`src/rtl/clk_div_ctrl.sv`:
```
// Run-time programmable clock divider with glitch-free divide-factor changes at period boundaries.
// Optional tick counter output enabled by defining CLK_DIV_CTRL_TICKCNT_EN.
module clk_div_ctrl #(
  parameter int unsigned CNT_WIDTH     = 16,
  parameter int unsigned DEFAULT_DIV   = 2
`ifdef CLK_DIV_CTRL_TICKCNT_EN
  , parameter int unsigned TICKCNT_WIDTH = 32
`endif
) (
  input  logic                     clk,
  input  logic                     rst,
  input  logic                     en,
  input  logic [CNT_WIDTH-1:0]     div_in,
  input  logic                     div_valid,
  output logic                     div_ready,
  output logic                     clk_out,
  output logic                     tick,
  output logic                     busy,
  output logic                     err
`ifdef CLK_DIV_CTRL_TICKCNT_EN
  , output logic [TICKCNT_WIDTH-1:0] tick_count
`endif
);

  typedef enum logic [1:0] {IDLE, RUN, SWITCH} state_t;

  state_t               state;
  logic [CNT_WIDTH-1:0] div_reg;
  logic [CNT_WIDTH-1:0] pending;
  logic [CNT_WIDTH-1:0] cnt;
  logic [CNT_WIDTH-1:0] half;
  logic                 hs;
  logic                 legal;
  logic                 boundary;

  assign hs       = div_valid && div_ready;
  assign legal    = (div_in >= CNT_WIDTH'(2));
  assign half     = div_reg >> 1;
  assign boundary = (state != IDLE) && (cnt == div_reg);
  assign busy     = (state != IDLE);

  always_ff @(posedge clk or negedge rst) begin
    if (!rst) begin
      state     <= IDLE;
      div_reg   <= CNT_WIDTH'(DEFAULT_DIV);
      pending   <= '0;
      cnt       <= '0;
      clk_out   <= 1'b0;
      tick      <= 1'b0;
      div_ready <= 1'b1;
      err       <= 1'b0;
    end else begin
      tick <= 1'b0;
      err  <= hs && !legal;
      case (state)
        IDLE: begin
          clk_out <= 1'b0;
          cnt     <= '0;
          if (hs && legal) div_reg <= div_in;
          if (en) begin
            state <= RUN;
            cnt   <= CNT_WIDTH'(1);
          end
        end
        RUN, SWITCH: begin
          if (boundary) begin
            clk_out <= 1'b0;
            tick    <= 1'b1;
            cnt     <= CNT_WIDTH'(1);
            if (state == SWITCH) begin
              div_reg   <= pending;
              div_ready <= 1'b1;
            end
            // Stopping at this boundary: a value accepted now goes straight to div_reg.
            if (!en) begin
              state <= IDLE;
              cnt   <= '0;
              if (hs && legal) div_reg <= div_in;
            end else if (hs && legal) begin
              pending   <= div_in;
              div_ready <= 1'b0;
              state     <= SWITCH;
            end else begin
              state <= RUN;
            end
          end else begin
            cnt <= cnt + CNT_WIDTH'(1);
            if (cnt == half) clk_out <= 1'b1;
            if (hs && legal) begin
              pending   <= div_in;
              div_ready <= 1'b0;
              state     <= SWITCH;
            end
          end
        end
        default: state <= IDLE;
      endcase
    end
  end

`ifdef CLK_DIV_CTRL_TICKCNT_EN
  always_ff @(posedge clk or negedge rst) begin
    if (!rst)          tick_count <= '0;
    else if (boundary) tick_count <= tick_count + TICKCNT_WIDTH'(1);
  end
`endif

endmodule
```
`config.mk`:
```
export PLATFORM = sky130hd
export DESIGN_NAME = clk_div_ctrl
export DESIGN_NICKNAME = d
export VERILOG_FILES = /design/src/rtl/clk_div_ctrl.sv
export SDC_FILE = /design/constraint.sdc
export NUM_CORES = 1
export LEC_CHECK = 0
export CORE_UTILIZATION = 52
export DETAILED_ROUTE_END_ITERATION = 10
export HOLD_SLACK_MARGIN = 0.06
export MAX_ROUTING_LAYER = met4
export PLACE_DENSITY = 0.85
export SYNTH_ARGS = -nofsm -noshare
export SYNTH_HDL_FRONTEND = slang
export SYNTH_SLANG_ARGS = --single-unit
```
`constraint.sdc`:
```
create_clock -name clk -period 2.16 [get_ports clk]
set_clock_uncertainty 0.1 [all_clocks]
set_input_delay 0.432 -clock clk [delete_from_list [all_inputs] [get_ports clk]]
set_output_delay 0.432 -clock clk [all_outputs]
set_load 0.05 [all_outputs]
```
==> flow_summary.json, run 1 <==
{
  "status": "finished, violations left",
  "violations": "negative setup slack",
  "wl_per_cell_um": 22.68,
  "synth_warnings": 0,
  "min_to": "div_ready",
  "cp_max_fo": 8,
  "drt_iter0_drc": 250,
  "fin_nets": 362,
  "wirelength_mm": 9.321,
  "numCtsBuffers": 5,
  "postSynth.asyncResetShare_pct": 100.0,
  "worstHoldPathCells": 2,
  "critPathCaptureType": "flop",
  "synth_fp_nets": 280,
  "diodes": 0,
  "htreeDepth": 2,
  "die_h_um": 77.77,
  "cts.clk_slew.worst_paths_ns": 0.11,
  "r2r_end": "div_reg[15]",
  "cap_viol_max_count": 0,
  "cts_tree": "yes",
  "slew_headroom_pct": 63.54,
  "grt_max_degree": 36,
  "synthDistinctLibCells": 47,
  "ys_seq_area_share_pct": 45.35,
  "r2r-start": "div_reg[4]",
  "worstSetupPathType": "flop to flop",
  "max_freq_mhz": 443.9,
  "final_common_cell": "buf_4",
  "tightest_slew_ns": 0.5468,
  "avgSynthCellArea_um2": 11.66,
  "fin_util_pct": 74.53,
  "coreArea_um2": 5507,
  "ios": 25,
  "hp-class": "flop to flop",
  "antenna_found_initial": 0,
  "yosysTopAreaCell": "dfrtp_1",
  "layout_setup_ws_ns": -0.09253,
  "synth_seq_cells": 54,
  "ir_worst_vdd_v": 0.0008825,
  "port_buffers": 24,
  "syn_area_um2": 2985,
  "initial_utilization_pct": 54.21,
  "yosysTopAreaCellShare_pct": 43.59,
  "overflow": 0,
  "dieArea_um2": 6048,
  "drc_errors": 0,
  "ys.flop_type": "dfrtp_1",
  "syn_inst": 256,
  "stdcell_area_um2": 4104,
  "grt_setup_unrepaired": "yes",
  "critPathLaunchType": "flop",
  "area_growth_pct": 37.47,
  "synthTopCellsByArea": "dfrtp_1, xor2_1, a2bb2oi_2",
  "hold_viol": 0,
  "place.gp.congestion": 0.9252,
  "cts_sinks": 54,
  "setup_viol": 46,
  "reg2reg_depth": 7,
  "via_per_inst": 6.141,
  "whs_ns": 0.4029,
  "grt_pass1_wl_mm": 12.59,
  "synth_edf_count": 0,
  "hold_start": "div_ready",
  "drive_above_1_share_pct": 40.41,
  "placedInstanceArea_um2": 3687,
  "antenna_left": 0,
  "instances_no_fill": 411,
  "die_w_um": 77.77,
  "clockRootBuffer": "clkbuf_8",
  "r2r_setup_slack_ns": -0.09,
  "placementRows": 27,
  "dp_cells": 391,
  "dpl.hpwl_mm": 5.477,
  "grt_pass1_vias": 2534,
  "powerDensity_nw_per_um2": 1397,
  "gr-usage-all-layers_pct": 28.68,
  "layout_common_cells": "buf_4, dfrtp_1, xor2_1",
  "min_period_ns": 2.253,
  "cts_buffer_depth": 2,
  "final_max_slew_viol_count": 0,
  "cp.required_ns": 2.31,
  "route.vias.total": 2524,
  "finalCritPeriodShare_pct": 104.3,
  "insertion_delay_ns": 0.33,
  "drtPass1Iterations": 4,
  "arrival_ns": 2.40,
  "leakage_uw": 0.001875,
  "total_power_uw": 5735
}
## worst max-delay path, cell delays in order (launching register included)
cell and delay (ns):
dfrtp_1 0.42, xor2_1 0.18, nor4_2 0.31, nand3_2 0.21
o31ai_4 0.35, buf_4 0.18, o211a_4 0.26, a2bb2oi_2 0.17
## metal layers
layer	GRT usage (%)	wire length, µm
met5	-	0
met2	45.93	4643
met4	16.60	580
met3	4.941	467
met1	34.10	3630
## where the power goes
part | total, µW | internal, µW | leakage [µW] | switching (µW)
sequential | 1720 | 1380 | 0.000668 | 338
clock | 609 | 233 | 0.0000408 | 376
combinational | 3410 | 1790 | 0.00117 | 1620
## cell type report
cell class	count	area (µm²)
Sequential cell	54	1354
Clock buffer	5	68.82
Multi-Input combinational cell	182	1675
Tap cell	72	90.09
Timing Repair Buffer	88	862.1
Clock inverter	3	23.77
Fill cell	319	1403
Inverter	7	30.03
## what timing repair did
action / 4_1_cts / 5_1_grt
pin swaps: 1 / 9
hold endpoints to repair: 18 / 0
buffers inserted: 2 / 5
gates resized for setup: 9 / 30
cloned: 1 / 3
endpoints found under the setup margin: 17 / 49
hold buffers: 1 / 0
## cell usage after synthesis (all sizes together) (2+ instances only)
library cell,count
nor4,10
inv,7
nand3,3
clkbuf,3
xor2,30
o22ai,17
buf,11
and2,3
dfrtp,52
nor3,6
mux2,17
o21ai,4
a21oi,2
nor2,17
and3,6
ha,4
a2bb2oi,16
nand4,2
xnor2,15
dfstp,2
nand2,14
## how the worst max path moves through the flow
stage	cells past startpoint	slack (ns)	from	to
after global routing	7	-0.17	cnt[12]	div_reg[6]
after floorplan	9	-0.03	state[1]	pending[10]
final	7	-0.09	div_reg[4]	div_reg[15]
after global placement	8	-0.32	div_in[8]	div_reg[12]
after CTS	7	-0.04	div_reg[4]	pending[1]
after detailed placement	8	-0.41	div_in[3]	div_reg[12]
## through the flow
step                      TNS (ns)  setup slack [ns]
final                       -2.420          -0.09253
after global routing        -5.298           -0.1722
after CTS                  -0.1738          -0.03704
after detailed placement    -10.79           -0.4135
after global placement      -9.151           -0.3161
after floorplan            -0.2782          -0.03091
## cell families (layout without fill, tap and decap cells)
kind of cell / Yosys count / after routing / share of synthesized area [%]
compound gates: 49 / 50 / 15.17
flops: 54 / 54 / 45.35
mux: 17 / 17 / 7.544
buf+inv: 21 / 103 / 4.736
simple gates: 66 / 66 / 12.32
xor+xnor: 45 / 45 / 13.20
fa+ha+maj: 4 / 4 / 1.677
No activity file was read; power rests on OpenSTA's default activity.
==> run 2, diff against run 1 <==
--- a/config.mk
+++ b/config.mk
@@ -5,11 +5,11 @@
 export SDC_FILE = /design/constraint.sdc
 export NUM_CORES = 1
 export LEC_CHECK = 0
-export CORE_UTILIZATION = 52
+export CORE_UTILIZATION = 30
 export DETAILED_ROUTE_END_ITERATION = 10
 export HOLD_SLACK_MARGIN = 0.06
 export MAX_ROUTING_LAYER = met4
-export PLACE_DENSITY = 0.85
+export PLACE_DENSITY = 0.57
 export SYNTH_ARGS = -nofsm -noshare
 export SYNTH_HDL_FRONTEND = slang
 export SYNTH_SLANG_ARGS = --single-unit
==> flow_summary.json, run 2 (synthesis results as in run 1) <==
{
  "diodes": 0,
  "whs_ns": 0.3857,
  "cts.clk_slew.worst_paths_ns": 0.11,
  "clkPwrFrac_pct": 11.5,
  "pwr-share-seq_pct": 29.5,
  "fin_nets": 362,
  "p_switching_uw": 2088,
  "clockRootBuffer": "clkbuf_8",
  "cp_max_fo": 7,
  "path_delay_family": "simple AND/OR/NAND/NOR gates",
  "wl_per_cell_um": 15.42,
  "drt_iter0_drc": 63,
  "grt_max_degree": 55,
  "cts_sinks": 54,
  "via_per_inst": 4.610,
  "hp-class": "flop to flop",
  "r2r-start": "cnt[12]",
  "status": "finished, violations left",
  "drc_errors": 0,
  "htreeDepth": 2,
  "place.gp.congestion": 0.8267,
  "crit_chain": "xor2_1 > nor4_2 > nand3_2 > buf_6 > o31ai_4 > and2_4 > clkbuf_16 > nor2_2",
  "numCtsBuffers": 5,
  "min_period_ns": 2.182,
  "drive_above_1_share_pct": 40.71,
  "p_int_uw": 3414,
  "dieArea_um2": 10350,
  "max_freq_mhz": 458.3,
  "hold_start": "div_ready",
  "arrival_ns": 2.30,
  "ir_worst_vdd_v": 0.0006036,
  "violations": "negative setup slack",
  "coreArea_um2": 9729,
  "cp.required_ns": 2.28,
  "initial_utilization_pct": 30.68,
  "antenna_found_initial": 0,
  "slowest_stage": "dfrtp_1",
  "setup_viol": 20,
  "crit_start": "cnt[12]",
  "grt_pass1_wl_mm": 11.55,
  "powerDensity_nw_per_um2": 1310,
  "p_sw_share_pct": 37.95,
  "grt_pass1_vias": 2188,
  "tightest_slew_ns": 0.5001,
  "port_buffers": 24,
  "dpl_worst_slack_ns": -0.4300,
  "final_common_cell": "buf_4",
  "cp_slowest_stage_delay_ns": 0.42,
  "layout_setup_ws_ns": -0.02215,
  "gr-usage-all-layers_pct": 15.22,
  "wirelength_mm": 7.276,
  "hold_viol": 0,
  "die_h_um": 101.8,
  "overflow": 0,
  "worstSetupPathType": "flop to flop",
  "critPathCaptureType": "flop",
  "placementRows": 36,
  "drtPass1Iterations": 6,
  "ios": 25,
  "grt_setup_unrepaired": "yes",
  "area_growth_pct": 40.74,
  "die_w_um": 101.8,
  "final_max_slew_viol_count": 0,
  "layout_common_cells": "buf_4, dfrtp_1, xor2_1",
  "dpl.hpwl_mm": 5.048,
  "insertion_delay_ns": 0.32,
  "antenna_left": 0,
  "cap_viol_max_count": 0,
  "route.vias.total": 2176,
  "critPathBufInv": 2,
  "cts_buffer_depth": 2,
  "finalCritPeriodShare_pct": 101.0,
  "slew_headroom_pct": 66.56,
  "cts_tree": "yes",
  "leakage_uw": 0.001856,
  "p_comb_share_pct": 59.0,
  "critPathLaunchType": "flop"
}
-- run 2: cell types whose count changed in the layout (fill, tap and decap cells not counted), moves of 2 or more --
cell	before	now
dlymetal6s2s_1	7	5
nor2_1	17	7
nor2_2	0	2
nor2_4	0	8
o22ai_1	11	17
o22ai_2	6	0
-- run 2: through the flow --
stage | util [%] | cells | setup TNS, ns | total power (µW) | instance area (µm²)
after floorplan | - | 256 | -0.2782 | 3507 | 3009
after CTS | 40.70 | 468 | -0.3407 | 5153 | 3960
after global routing | 43.18 | 472 | -5.742 | 5816 | 4202
after global placement | 38.91 | 455 | -12.63 | 4331 | 3786
final | 43.18 | 472 | -0.2192 | 5502 | 4202
after detailed placement | 38.91 | 455 | -13.28 | 4381 | 3786
-- run 2: worst paths after layout --
kind                       slack [ns]  cells after the start        end
min in group asynchronous        0.54                      3     cnt[5]
hold / removal                   0.39                      2  div_ready
setup / recovery                -0.02                      8    cnt[15]
setup reg to reg                -0.02                      8    cnt[15]
max in group asynchronous        1.11                      3  div_ready
hold reg to reg                  0.39                      2  div_ready
-- run 2: cell type report --
class	instances	area, µm²
Fill cell	954	5528
Sequential cell	54	1354
Tap cell	133	166.4
Timing Repair Buffer	89	879.6
Multi-Input combinational cell	181	1673
Clock inverter	2	16.27
Clock buffer	6	82.58
Inverter	7	30.03
-- run 2: worst reg2reg max path: stages (launching register included) --
cell       delay (ns)
dfrtp_1          0.42
xor2_1           0.17
nor4_2           0.31
nand3_2          0.16
buf_6            0.16
o31ai_4          0.27
and2_4           0.26
clkbuf_16        0.19
nor2_2           0.05
-- run 2: per-layer routing --
layer / share of wire [%] / global-route usage (%) / routed length, µm / vias up
met4: 1.0 / 3.679 / 74 / 0
met1: 46 / 20.48 / 3368 / 1066
li1: - / - / - / 1087
met3: 1.5 / 2.070 / 107 / 5
met2: 51 / 24.17 / 3725 / 18
met5: 0 / - / 0 / -
-- run 2: what timing repair did --
item / 4_1_cts / 5_1_grt
hold buffers: 1 / 0
gates cloned: 0 / 3
buffers inserted: 4 / 1
pin swaps: 1 / 17
setup endpoints to repair: 33 / 48
endpoints found under the hold margin: 52 / 0
resized for setup: 5 / 40
-- run 2: power groups by stage --
stage / logic (µW) / registers (µW) / clock network, µW
final: 3250 / 1630 / 631
after CTS: 2890 / 1610 / 648
after detailed placement: 2750 / 1640 / 0
after global placement: 2710 / 1620 / 0
after global routing: 3460 / 1670 / 688
after floorplan: 1830 / 1670 / 0
==> run 3, diff against run 2 <==
--- a/config.mk
+++ b/config.mk
@@ -5,11 +5,11 @@
 export SDC_FILE = /design/constraint.sdc
 export NUM_CORES = 1
 export LEC_CHECK = 0
-export CORE_UTILIZATION = 30
+export CORE_UTILIZATION = 52
 export DETAILED_ROUTE_END_ITERATION = 10
 export HOLD_SLACK_MARGIN = 0.06
 export MAX_ROUTING_LAYER = met4
-export PLACE_DENSITY = 0.57
+export PLACE_DENSITY = 0.85
 export SYNTH_ARGS = -nofsm -noshare
 export SYNTH_HDL_FRONTEND = slang
 export SYNTH_SLANG_ARGS = --single-unit
==> results of run 3 <==
The final DEF is identical to that of run 1; final timing and power are the same.
